**src/rtl/sr_sequencer.sv**
```systemverilog
// sr_sequencer: a command FIFO feeding an IDLE/DRIVE/SETTLE FSM that
// drives the S/R inputs of a downstream RS flip-flop. After each drive
// it checks the flip-flop's Q feedback against the expected value.
// Optional feature macro: SR_SEQ_TOGGLE_EN enables toggle commands,
// which are resolved against Q_fb when they are popped. Without it, a
// toggle is popped and rejected with an err pulse.
module sr_sequencer #(
    parameter int DEPTH = 4,
    parameter int LEN_W = 4
) (
    input  logic             clk,
    input  logic             rst,
    input  logic             cmd_valid,
    output logic             cmd_ready,
    input  logic [1:0]       cmd_op,
    input  logic [LEN_W-1:0] cmd_len,
    output logic [1:0]       SR,
    input  logic             Q_fb,
    output logic             busy,
    output logic             done,
    output logic             err
);

    localparam int AW = $clog2(DEPTH);

    typedef enum logic [1:0] {IDLE, DRIVE, SETTLE} state_t;

    logic [1:0]       op_mem  [DEPTH];
    logic [LEN_W-1:0] len_mem [DEPTH];
    logic [AW:0]      wr_ptr, rd_ptr;
    logic             empty, full, push, pop;
    logic [1:0]       head_op;
    logic [LEN_W-1:0] head_len;

    state_t           state_q, state_n;
    logic [LEN_W-1:0] cnt_q, cnt_n;
    logic [1:0]       drive_q, drive_n;
    logic             exp_q, exp_n;
    logic             chk_q, chk_n;
    logic [1:0]       sr_n;
    logic             done_n, err_n;

    // The extra pointer bit tells a full FIFO apart from an empty one
    // when the index bits are equal.
    assign empty     = (wr_ptr == rd_ptr);
    assign full      = (wr_ptr[AW] != rd_ptr[AW]) && (wr_ptr[AW-1:0] == rd_ptr[AW-1:0]);
    assign cmd_ready = !full && !rst;
    assign push      = cmd_valid && cmd_ready;
    assign pop       = (state_q == IDLE) && !empty;
    assign head_op   = op_mem[rd_ptr[AW-1:0]];
    assign head_len  = len_mem[rd_ptr[AW-1:0]];
    assign busy      = (state_q != IDLE) || !empty;

    // Command storage; reset only needs to clear the pointers.
    always_ff @(posedge clk) begin
        if (push) begin
            op_mem[wr_ptr[AW-1:0]]  <= cmd_op;
            len_mem[wr_ptr[AW-1:0]] <= cmd_len;
        end
    end

    // Next-state logic: resolve the op at pop, count the drive cycles, then judge the feedback.
    always_comb begin
        state_n = state_q;
        cnt_n   = cnt_q;
        drive_n = drive_q;
        exp_n   = exp_q;
        chk_n   = chk_q;
        sr_n    = 2'b00;
        done_n  = 1'b0;
        err_n   = 1'b0;
        case (state_q)
            IDLE: begin
                if (pop) begin
                    state_n = DRIVE;
                    cnt_n   = (head_len == '0) ? LEN_W'(1) : head_len;
                    case (head_op)
                        2'b10: begin
                            drive_n = 2'b10;
                            exp_n   = 1'b1;
                            chk_n   = 1'b1;
                        end
                        2'b01: begin
                            drive_n = 2'b01;
                            exp_n   = 1'b0;
                            chk_n   = 1'b1;
                        end
                        2'b11: begin
`ifdef SR_SEQ_TOGGLE_EN
                            drive_n = Q_fb ? 2'b01 : 2'b10;
                            exp_n   = !Q_fb;
                            chk_n   = 1'b1;
`else
                            drive_n = 2'b00;
                            exp_n   = 1'b0;
                            chk_n   = 1'b0;
                            state_n = IDLE;
                            err_n   = 1'b1;
`endif
                        end
                        default: begin
                            drive_n = 2'b00;
                            exp_n   = 1'b0;
                            chk_n   = 1'b0;
                        end
                    endcase
                    sr_n = (state_n == DRIVE) ? drive_n : 2'b00;
                end
            end
            DRIVE: begin
                if (cnt_q == LEN_W'(1)) begin
                    state_n = SETTLE;
                    sr_n    = 2'b00;
                end else begin
                    cnt_n = cnt_q - LEN_W'(1);
                    sr_n  = drive_q;
                end
            end
            SETTLE: begin
                state_n = IDLE;
                if (!chk_q || (Q_fb == exp_q)) begin
                    done_n = 1'b1;
                end else begin
                    err_n = 1'b1;
                end
            end
            default: begin
                state_n = IDLE;
            end
        endcase
    end

    // State, pointer and registered-output update; reset aborts any command silently.
    always_ff @(posedge clk) begin
        if (rst) begin
            state_q <= IDLE;
            wr_ptr  <= '0;
            rd_ptr  <= '0;
            cnt_q   <= '0;
            drive_q <= 2'b00;
            exp_q   <= 1'b0;
            chk_q   <= 1'b0;
            SR      <= 2'b00;
            done    <= 1'b0;
            err     <= 1'b0;
        end else begin
            state_q <= state_n;
            cnt_q   <= cnt_n;
            drive_q <= drive_n;
            exp_q   <= exp_n;
            chk_q   <= chk_n;
            SR      <= sr_n;
            done    <= done_n;
            err     <= err_n;
            if (push) begin
                wr_ptr <= wr_ptr + (AW+1)'(1);
            end
            if (pop) begin
                rd_ptr <= rd_ptr + (AW+1)'(1);
            end
        end
    end

endmodule

```
**config.mk**
```make
export PLATFORM = sky130hd
export DESIGN_NAME = sr_sequencer
export DESIGN_NICKNAME = d
export VERILOG_FILES = /design/src/rtl/sr_sequencer.sv
export SDC_FILE = /design/constraint.sdc
export NUM_CORES = 1
export LEC_CHECK = 0
export ABC_AREA = 1
export CAP_MARGIN = 5
export CORE_MARGIN = 1.5
export CORE_UTILIZATION = 50
export CTS_CLUSTER_SIZE = 25
export DETAILED_ROUTE_END_ITERATION = 8
export HOLD_SLACK_MARGIN = 0.05
export MAX_ROUTING_LAYER = met4
export PLACE_DENSITY = 0.8
export SLEW_MARGIN = 20
export SYNTH_ARGS = -nofsm -noshare
export SYNTH_HDL_FRONTEND = slang
export SYNTH_SLANG_ARGS = --single-unit
```
**constraint.sdc**
```tcl
create_clock -name clk -period 1.79 [get_ports clk]
set_input_delay 0.4475 -clock clk [delete_from_list [all_inputs] [get_ports clk]]
set_output_delay 0.4475 -clock clk [all_outputs]
set_load 0.02 [all_outputs]
```
==> flow_summary.ini <==
[run_status]
outcome = finished clean

[drt]
wl_um = 3873
drtIter0Drc = 68
vias = 1627
via_per_inst = 5.053
drt-pass1-iter-count = 4
wire_per_inst_um = 12.03
ant_nets = 0
drc = 0

[synthesis]
synth_xor_area_frac = 0.01672
syn_inst = 232
seq_area_frac_synth = 0.5445
synth_top_family_by_area = simple AND/OR/NAND/NOR gates
synth-seq-cells = 45
synthAdderAreaFrac = 0.07164
avgSynthCellArea_um2 = 9.033
synth_compound_area_frac = 0.06388
synth.area.top_cells = edfxtp_1, dfxtp_1, nand2_1
yosysWarnings = 0
synth_cell_types = 24
synth.largest_area_cell = edfxtp_1
synthSimpleGateAreaFrac = 0.2269
synthDominantCellAreaShare = 0.3439
netlist_area_um2 = 2096
syn_nets = 254
synth.area.mux_share = 0

[hold_path]
hold_end = SR[0]
holdPathStages = 2
hold_path_startpoint = drive_q[0]
hp-class = reg2reg

[timing]
max-slew-margin-rel = 0.7675
fin_crit_ns = 1.698
fin_crit_sh = 0.9487
grt_setup_unrepaired = false
setup_ws_ns = 0.09192
setup_violations = 0
max_freq_mhz = 588.9
maxSlewViolCount = 0
clock-skew-final_ns = 0.009887
tightest_slew_ns = 0.3488
holdWs_ns = 0.4835
hold_viol_final = 0

[worst_setup_path]
cp_max_fo = 2
worstPathArrival_ns = 1.25
end_kind = output port
required_ns = 1.34
reg2reg_depth = 7
cp-start-kind = primary input
rrSetupSlack_ns = 0.14
r2r_end = chk_q
worstSetupPathType = in2out

[floorplanning]
start_util = 0.5202
core_um2 = 4029
die_w_um = 67.74
die_area_um2 = 4589
ioPinCount = 16
rows = 23
die_h_um = 67.74

[power]
powerDensity_nw_per_um2 = 1484
ir_drop_mv = 0.6432
finalPower_uw = 3776
leakagePower_uw = 0.001153

[clocking]
cts_hold_buf = 0
cts_max_level = 2
cts-root-buf = clkbuf_8
cts_made_buffers = 5
postCtsResizedCells = 9
clk_pin_slew_ns = 0.09
clock-sinks = 45
clock_latency_ns = 0.30
cts_setup_buffers = 0
cts_tree = done
clock_path_buffers = 2

[layout]
diodes = 0
nets = 293
area_delta_synth_final_pct = 21.43
instances_no_fill = 322
drive_gt1_frac = 0.1691

[global_route]
grt-ovfl-total = 0
grt_pass1_vias = 1539
grt_usage = 0.2062
antenna_found_initial = 0
grt_pass1_wl_um = 6465
grt_max_degree = 14

[placement]
port_buffers = 15
gp_congestion = 0.8516
placed_cells = 314
dp_hpwl_um = 2842
dp_slack_ns = -0.3349

[run]
drv_cap = 0
[final cells by class]
class | count | area, um2
flip-flops and latches | 45 | 1146
fillers | 343 | 1484
well taps | 50 | 62.56
clock buffers | 7 | 86.33
clock inverters | 1 | 30.03
inverters | 32 | 120.1
multi-input cells | 150 | 794.5
repair buffers | 37 | 305.3
[per-layer routing]
| metal | GRT usage | share of wire | wire length [um] |
|---|---|---|---|
| met1 | 0.2244 | 0.42 | 1640 |
| met4 | 0.1224 | 0.033 | 126 |
| met2 | 0.3333 | 0.50 | 1935 |
| met5 | - | 0 | 0 |
| met3 | 0.06000 | 0.044 | 171 |
[synthesized netlist by cell type, drive strengths merged]
library cell   n
buf            5
edfxtp        24
o21ai         10
nand3         19
nand4          3
a21oi         10
xor2           4
inv           32
dfxtp         21
nand2         66
nor3           1
nor2          21
a32oi          2
nor3b          1
o22ai          1
ha            12
[worst max-delay path by stage]
stage / from / to / slack [ns] / depth (start not counted)
final: rst / cmd_ready / 0.09 / 5
after global routing: flop / chk_q / 0.003 / 7
after CTS: rd_ptr[1] / busy / 0.01 / 6
after detailed placement: rst / cmd_ready / -0.33 / 5
after global placement: rst / cmd_ready / -0.33 / 5
after floorplan: rst / len_mem[0][0] / 0.27 / 4
[sequential cells by signal, indices dropped and copies added, names as in the netlist, named ones only]
| register | cells |
|---|---|
| SR | 2 |
| drive_q | 2 |
| op_mem | 8 |
| wr_ptr | 3 |
| len_mem | 16 |
| err | 1 |
| done | 1 |
| rd_ptr | 3 |
| chk_q | 1 |
| cnt_q | 4 |
| state_q | 2 |
[through the flow]
step,instance area (um2),util,setup TNS (ns)
after floorplan,2096,-,0
after global placement,2434,0.6040,-1.848
after detailed placement,2434,0.6040,-2.422
after CTS,2549,0.6326,0
after global routing,2545,0.6317,0
final,2545,0.6317,0
[cells by family (layout without fill, tap and decap cells)]
kind of cell	after synthesis	after routing
AOI/OAI and AO/OA	23	23
xor gates and xnor gates	4	4
adders and majority gates	12	12
buffers and inverters	37	77
DFF	45	45
and+or+nand+nor	111	111
[where the power goes]
group	switching (uW)	internal, uW
combinational	987	621
clock	334	455
sequential	120	1260
total	1440	2340
[cell usage in the layout, fill, tap and decap left out, drive strengths merged, types with 12 or more instances in the layout]
cell and count:
buf 24, clkdlybuf4s50 13, dfxtp 21, edfxtp 24
ha 12, inv 32, nand2 66, nand3 19
nor2 21
[worst max-delay path, cell delays in order]
cell and delay, ns:
clkdlybuf4s50_1 0.48, inv_1 0.06, nand2_1 0.07, inv_1 0.05, buf_2 0.15
Power figures use the tool's default switching activity.
